**src/rtl/keypad_sync_debounce.sv**
```systemverilog
`timescale 1ns/1ps
// keypad_sync_debounce
//
// Per-channel conditioner for raw keypad row/column pins. Each channel goes
// through a multi-flop synchroniser, a debounce counter that only accepts a
// new level after it has persisted for DEBOUNCE_CYCLES enabled cycles, and a
// registered rise/fall edge detector.
//
// Ports
//   clk      system clock, all state updates on posedge
//   rst      asynchronous active-low reset
//   en       debounce enable tick (synchroniser runs regardless)
//   din      raw asynchronous inputs, WIDTH channels
//   q        debounced, synchronised levels
//   rise     one-cycle pulse when q[i] goes 0->1
//   fall     one-cycle pulse when q[i] goes 1->0
//   changed  OR of all rise/fall pulses, registered with them
module keypad_sync_debounce #(
    parameter int   WIDTH           = 4,
    parameter int   SYNC_STAGES     = 2,
    parameter int   DEBOUNCE_CYCLES = 16,
    parameter logic RESET_VAL       = 1'b0
) (
    input  logic             clk,
    input  logic             rst,
    input  logic             en,
    input  logic [WIDTH-1:0] din,
    output logic [WIDTH-1:0] q,
    output logic [WIDTH-1:0] rise,
    output logic [WIDTH-1:0] fall,
    output logic             changed
);

    localparam int               CW       = $clog2(DEBOUNCE_CYCLES + 1);
    localparam logic [CW-1:0]    CNT_LAST = CW'(DEBOUNCE_CYCLES - 1);
    localparam logic [WIDTH-1:0] RST_WORD = {WIDTH{RESET_VAL}};

    if (WIDTH < 1) begin : g_bad_width
        $error("keypad_sync_debounce: WIDTH must be >= 1");
    end
    if (SYNC_STAGES < 2) begin : g_bad_sync
        $error("keypad_sync_debounce: SYNC_STAGES must be >= 2");
    end
    if (DEBOUNCE_CYCLES < 1) begin : g_bad_deb
        $error("keypad_sync_debounce: DEBOUNCE_CYCLES must be >= 1");
    end

    logic [SYNC_STAGES-1:0][WIDTH-1:0] sync_p0;
    logic [WIDTH-1:0]                  s;

    logic [WIDTH-1:0][CW-1:0] cnt_p1;
    logic [WIDTH-1:0][CW-1:0] cnt_next;
    logic [WIDTH-1:0]         q_next;
    logic [WIDTH-1:0]         rise_next;
    logic [WIDTH-1:0]         fall_next;
    logic                     changed_next;

    // ---- stage p0: synchroniser chain, free-running, no logic between flops
    always_ff @(posedge clk or negedge rst) begin
        if (!rst) begin
            sync_p0 <= {SYNC_STAGES{RST_WORD}};
        end else begin
            sync_p0 <= {sync_p0[SYNC_STAGES-2:0], din};
        end
    end

    assign s = sync_p0[SYNC_STAGES-1];

    // ---- stage p1: debounce decision and edge pulses
    // The count measures how long s has disagreed with q. Any agreement
    // discards the partial count, so a bounce restarts the wait. The count
    // is cleared when it reaches its last value, so it never wraps.
    always_comb begin
        cnt_next  = cnt_p1;
        q_next    = q;
        rise_next = '0;
        fall_next = '0;
        if (en) begin
            for (int i = 0; i < WIDTH; i++) begin
                if (s[i] == q[i]) begin
                    cnt_next[i] = '0;
                end else if (cnt_p1[i] == CNT_LAST) begin
                    cnt_next[i]  = '0;
                    q_next[i]    = s[i];
                    rise_next[i] = s[i];
                    fall_next[i] = ~s[i];
                end else begin
                    cnt_next[i] = cnt_p1[i] + CW'(1);
                end
            end
        end
        changed_next = |(rise_next | fall_next);
    end

    always_ff @(posedge clk or negedge rst) begin
        if (!rst) begin
            cnt_p1  <= '0;
            q       <= RST_WORD;
            rise    <= '0;
            fall    <= '0;
            changed <= 1'b0;
        end else begin
            cnt_p1  <= cnt_next;
            q       <= q_next;
            rise    <= rise_next;
            fall    <= fall_next;
            changed <= changed_next;
        end
    end

endmodule
```
**config.mk**
```make
export PLATFORM = sky130hd
export DESIGN_NAME = keypad_sync_debounce
export DESIGN_NICKNAME = d
export VERILOG_FILES = /design/src/rtl/keypad_sync_debounce.sv
export SDC_FILE = /design/constraint.sdc
export NUM_CORES = 1
export LEC_CHECK = 0
export CORE_ASPECT_RATIO = 1.2
export CORE_MARGIN = 2
export CORE_UTILIZATION = 25
export CTS_BUF_LIST = sky130_fd_sc_hd__clkbuf_4 sky130_fd_sc_hd__clkbuf_8 sky130_fd_sc_hd__clkbuf_16
export DETAILED_ROUTE_END_ITERATION = 8
export PLACE_DENSITY = 0.42
export SLEW_MARGIN = 5
export SYNTH_ARGS = -nofsm -noshare
export SYNTH_HDL_FRONTEND = slang
export SYNTH_SLANG_ARGS = --single-unit
```
**constraint.sdc**
```tcl
create_clock -name clk -period 1.6 [get_ports clk]
set_input_delay 0.32 -clock clk [delete_from_list [all_inputs] [get_ports clk]]
set_output_delay 0.32 -clock clk [all_outputs]
set_load 0.005 [all_outputs]
```
## Word level (Yosys, flattened, before mapping)

Cells that the tools add are included.

| storage, ports and cells | value |
|---|---|
| bits in registers | 41 |
| bits of input ports | 7 |
| logic and storage cells | 65 |

| operators by class | value |
|---|---|
| add/sub/neg operators | 4 |
| equal/unequal tests | 8 |
| multiplexer cells | 26 |
| bitwise operators | 9 |
| reductions and logical operators | 5 |

Operators with widths:

| kind | count |
|---|---|
| $mux W5 | 8 |
| $add A5 B1 Y5 const B | 4 |
| $eq A5 B4 Y1 const B | 4 |
| $mux W1 | 16 |
| $reduce_and A3 Y1 | 4 |
| $mux W4 | 2 |
| $not A1 Y1 | 8 |
| $eq A1 B1 Y1 | 4 |
| $or A4 B4 Y4 | 1 |
| $reduce_or A4 Y1 | 1 |

## Longest topological paths before layout

| depth | value |
|---|---|
| depth after elaboration | 6 |
| gate-level depth with buffers | 4 |
| mapped depth without buffers | 4 |

## Least setup slack after synthesis

Ideal clock, no wire load.

| path | value |
|---|---|
| path type | reg2reg |
| start | register cnt_p1[15] (netlist bit) |
| end | register q[3] |
| data arrival time | 1247 ps |
| data required time | 1475 ps |
| setup slack | 228 ps |
| cell stages (with the launch flop) | 5 |
| cells stage by stage | dfrtp_1 ha_1 and4b_1 nand3_1 mux2_2 |

| between the ends | value |
|---|---|
| word-level cells in the longest chain between the ends | 2 |

Ends and longest elaborated chain:

| element | RTL line | source |
|---|---|---|
| start, declared | 51 | `logic [WIDTH-1:0][CW-1:0] cnt_p1;` |
| start signal, assigned | 103 | `cnt_p1 <= cnt_next;` |
| $eq A5 B4 Y1 | 82 | `end else if (cnt_p1[i] == CNT_LAST) begin` |
| $reduce_and A3 Y1 (no source line) | -- |  |
| end signal, assigned | 104 | `q <= q_next;` |
| end, declared | 28 | `output logic [WIDTH-1:0] q,` |

Every way passes these cells.
A chain may end at the register's enable or synchronous reset.

## Final worst setup path

| path | value |
|---|---|
| start | register q[1] |
| end | output q[1] |

No word-level cell between the ends.

==> key figures <==
Clock tree
  – Reg clk slew, reported paths: 0.07 ns
  – Resize count post-CTS: 0
  – Num Clock Sinks: 41
  – Worst skew pair latency: 0.29 ns
  – H-tree Lvls: 2
  – Max clock buf depth: 2
  – Setup Buffers After CTS: 0
  – CTS root buf: clkbuf_8
  – CTS tree: yes
  – Hold-fix buffers, CTS: 1
  – CTS buffer count: 5

STA
  – RSZ-0062 raised after global routing: false
  – # setup viols final: 0
  – Final hold violations: 0
  – Final period util: 0.9659
  – Setup_tns: 0 ns
  – Tmin final: 1.545 ns
  – Slew HR: 0.7863
  – Slew @ Worst Pin: 0.3202 ns
  – Hold WS: 0.3525 ns
  – Clock skew: 0.005551 ns
  – Final max-slew violation count: 0
  – Max frequency: 0.6471 GHz

Die
  – Die outline height: 94.54 µm
  – Initial Util: 0.2538
  – Core area: 6730 µm²
  – Die X: 79.45 µm
  – Num ports: 20
  – Row count: 33
  – Die area: 7511 µm²

Synth
  – Post-Synth XOR/XNOR Area: 0.03956
  – Post-synth top area share: 0.6007
  – Main combinational cell family by area after synthesis: simple AND/OR/NAND/NOR gates
  – Post-synth EDFFs: 0
  – Synth area leaders: dfrtp_1, nand3_1, inv_1, ha_1, nand3b_1
  – Commonest cells in the netlist: dfrtp_1, inv_1, nand3_1
  – Syn Nets: 152
  – Top-count cell post-synth: dfrtp_1
  – Adder-Cell Fraction of Synth Area: 0.02930
  – Synth warn: 0
  – Mux cell area share after synthesis: 0.05201
  – Synthesized area: 1708 µm²
  – Post-synth cell types: 27
  – Avg Synthesized Cell Area: 12.11 µm²
  – Most common flop cell mapped by yosys: dfrtp_1
  – Syn Inst Count: 141
  – Post-Synth Simple-Gate Area: 0.1495
  – Asr flop ratio synth: 1.000
  – Compound-Gate Fraction of Synth Area: 0.08352
  – Post-synth top area cell: dfrtp_1
  – #FFs+latches synth: 41
  – Post-synthesis sequential area ratio: 0.6007

Run status
  – Status: finished, final reports clean

Layout
  – Fin nets: 186
  – Area of the multi-input gates: 604.3 µm²
  – Fin util: 0.3259
  – Seq. cell area: 1026 µm²
  – Ant. Diodes: 0
  – Fillers: 670
  – Share of cells above drive strength 1: 0.1534
  – Area grow syn2layout: 28.42%

Worst setup path
  – Slowest stage delay, CP: 0.53 ns
  – Worst Path Required: 1.28 ns
  – Crit-path cells: clkdlybuf4s50_1
  – CP bufs+invs: 1
  – Crit Path Max Fanout: 3
  – Startpoint types: flip-flop
  – CP Capture Type: output pin
  – Reg2reg start: cnt_p1[1]$_DFFE_PN0P_
  – CP top delay family: buffers and inverters
  – Critical-path top delay cell: clkdlybuf4s50_1
  – Critical path origin: q[1]$_DFFE_PN0P_
  – Crit path arrival time: 1.23 ns
  – Crit Path Class: flip-flop to output pin

Detailed routing
  – Drt via density: 4.426
  – Via Count: 1164
  – Iteration-0 DRC count of the detailed router: 54
  – Final antenna-violating net count: 0
  – Avg WL per Cell: 11.91 µm
  – # DRC: 0
  – DR pass1 iterations: 4
  – Drt total wl: 3133 µm

Power and ir drop
  – PwrDens: 961.2 nW/µm²
  – Final Power: 0.002108 W
  – Leakage: 1.007 nW
  – Worst VDD drop: 0.4138 mV

Global routing
  – Grt ovf: 0
  – First-pass GRT wire length: 5347 µm
  – Maximum number of pins on one net before global-route repair: 42
  – Vias in the first global route: 1199
  – Total track usage: 0.09248
  – Initial antenna violation count: 0

Worst hold path
  – Hold Path Class: flip-flop to flip-flop
  – Min-delay src: sync_p0[0]$_DFF_PN0_

Place
  – Port Buffers: 19
  – Routability congestion estimate: 0.7024
  – Dpl hpwl: 2224 µm

Flow run
  – Max-cap violations: 0
-- flip-flops by register name, summed over array words and instances, names as in the netlist --
signal / count
changed: 1
rise: 4
cnt_p1: 20
sync_p0: 4
s: 4
q: 4
fall: 4
-- cells by family (layout without fill, tap and decap cells) --
family / after synthesis / after routing
compound gates: 21 / 21
simple gates: 41 / 41
buf+inv: 20 / 55
xor+xnor: 6 / 6
flops: 41 / 41
mux: 8 / 8
fa+ha+maj: 4 / 4
-- layout make-up --
type / instances / share of cell area
Clock buffer: 8 / 0.04164
Sequential cell: 41 / 0.4678
Multi-Input combinational cell: 80 / 0.2755
Timing Repair Buffer: 31 / 0.1380
Tap cell: 87 / 0.04963
Inverter: 16 / 0.02738
-- final timing paths --
kind / endpoint / slack, ns / depth (start not counted)
worst min register to register: s[0]$_DFF_PN0_ / 0.35 / 0
worst max register to register: q[0]$_DFFE_PN0P_ / 0.17 / 4
worst min-delay path: s[0]$_DFF_PN0_ / 0.35 / 0
max in group asynchronous: cnt_p1[9]$_DFFE_PN0P_ / 0.87 / 3
worst max-delay path: q[1] / 0.05 / 1
min in group asynchronous: cnt_p1[17]$_DFFE_PN0P_ / 0.53 / 3
-- cell usage in the layout, fill, tap and decap left out, drive strengths merged --
cell,Yosys,final
dfrtp,41,41
clkdlybuf4s50,0,18
inv,16,16
nand3,13,13
buf,2,12
nor2,8,8
clkbuf,2,8
nand3b,6,6
a31oi,6,6
a21boi,5,5
o22ai,5,5
nand2,4,4
mux2i,4,4
ha,4,4
mux2,4,4
xor2,4,4
and4b,3,3
nand4,2,2
o21ai,2,2
o2111ai,2,2
nand2b,2,2
xnor2,2,2
nand4bb,2,2
and3,1,1
o221ai,1,1
dlygate4sd3,0,1
-- layer usage --
| metal | track usage | part of all wire | wire [µm] |
|---|---|---|---|
| met2 | 0.1576 | 0.51 | 1594 |
| met3 | 0.02964 | 0.035 | 109 |
| met5 | 0 | 0 | 0 |
| met4 | 0.03448 | 0.016 | 51 |
| met1 | 0.1083 | 0.44 | 1379 |
-- where the power goes --
group	leakage [nW]	switching (W)	internal, W
Combinational	0.415	0.000109	0.000108
Sequential	0.543	0.0000848	0.00112
Clock	0.0498	0.000329	0.000361
Total	1.01	0.000523	0.00159
-- stage by stage --
step / std cells / setup slack (ns) / area, µm²
2_1_floorplan: 141 / 0.2280 / 1708
5_1_grt: 263 / 0.002800 / 2193
3_5_place_dp: 254 / 0.03479 / 2092
6_report: 263 / 0.05452 / 2193
4_1_cts: 263 / 0.03438 / 2193
3_3_place_gp: 254 / 0.05356 / 2092
(Power assumes the default switching activity.)
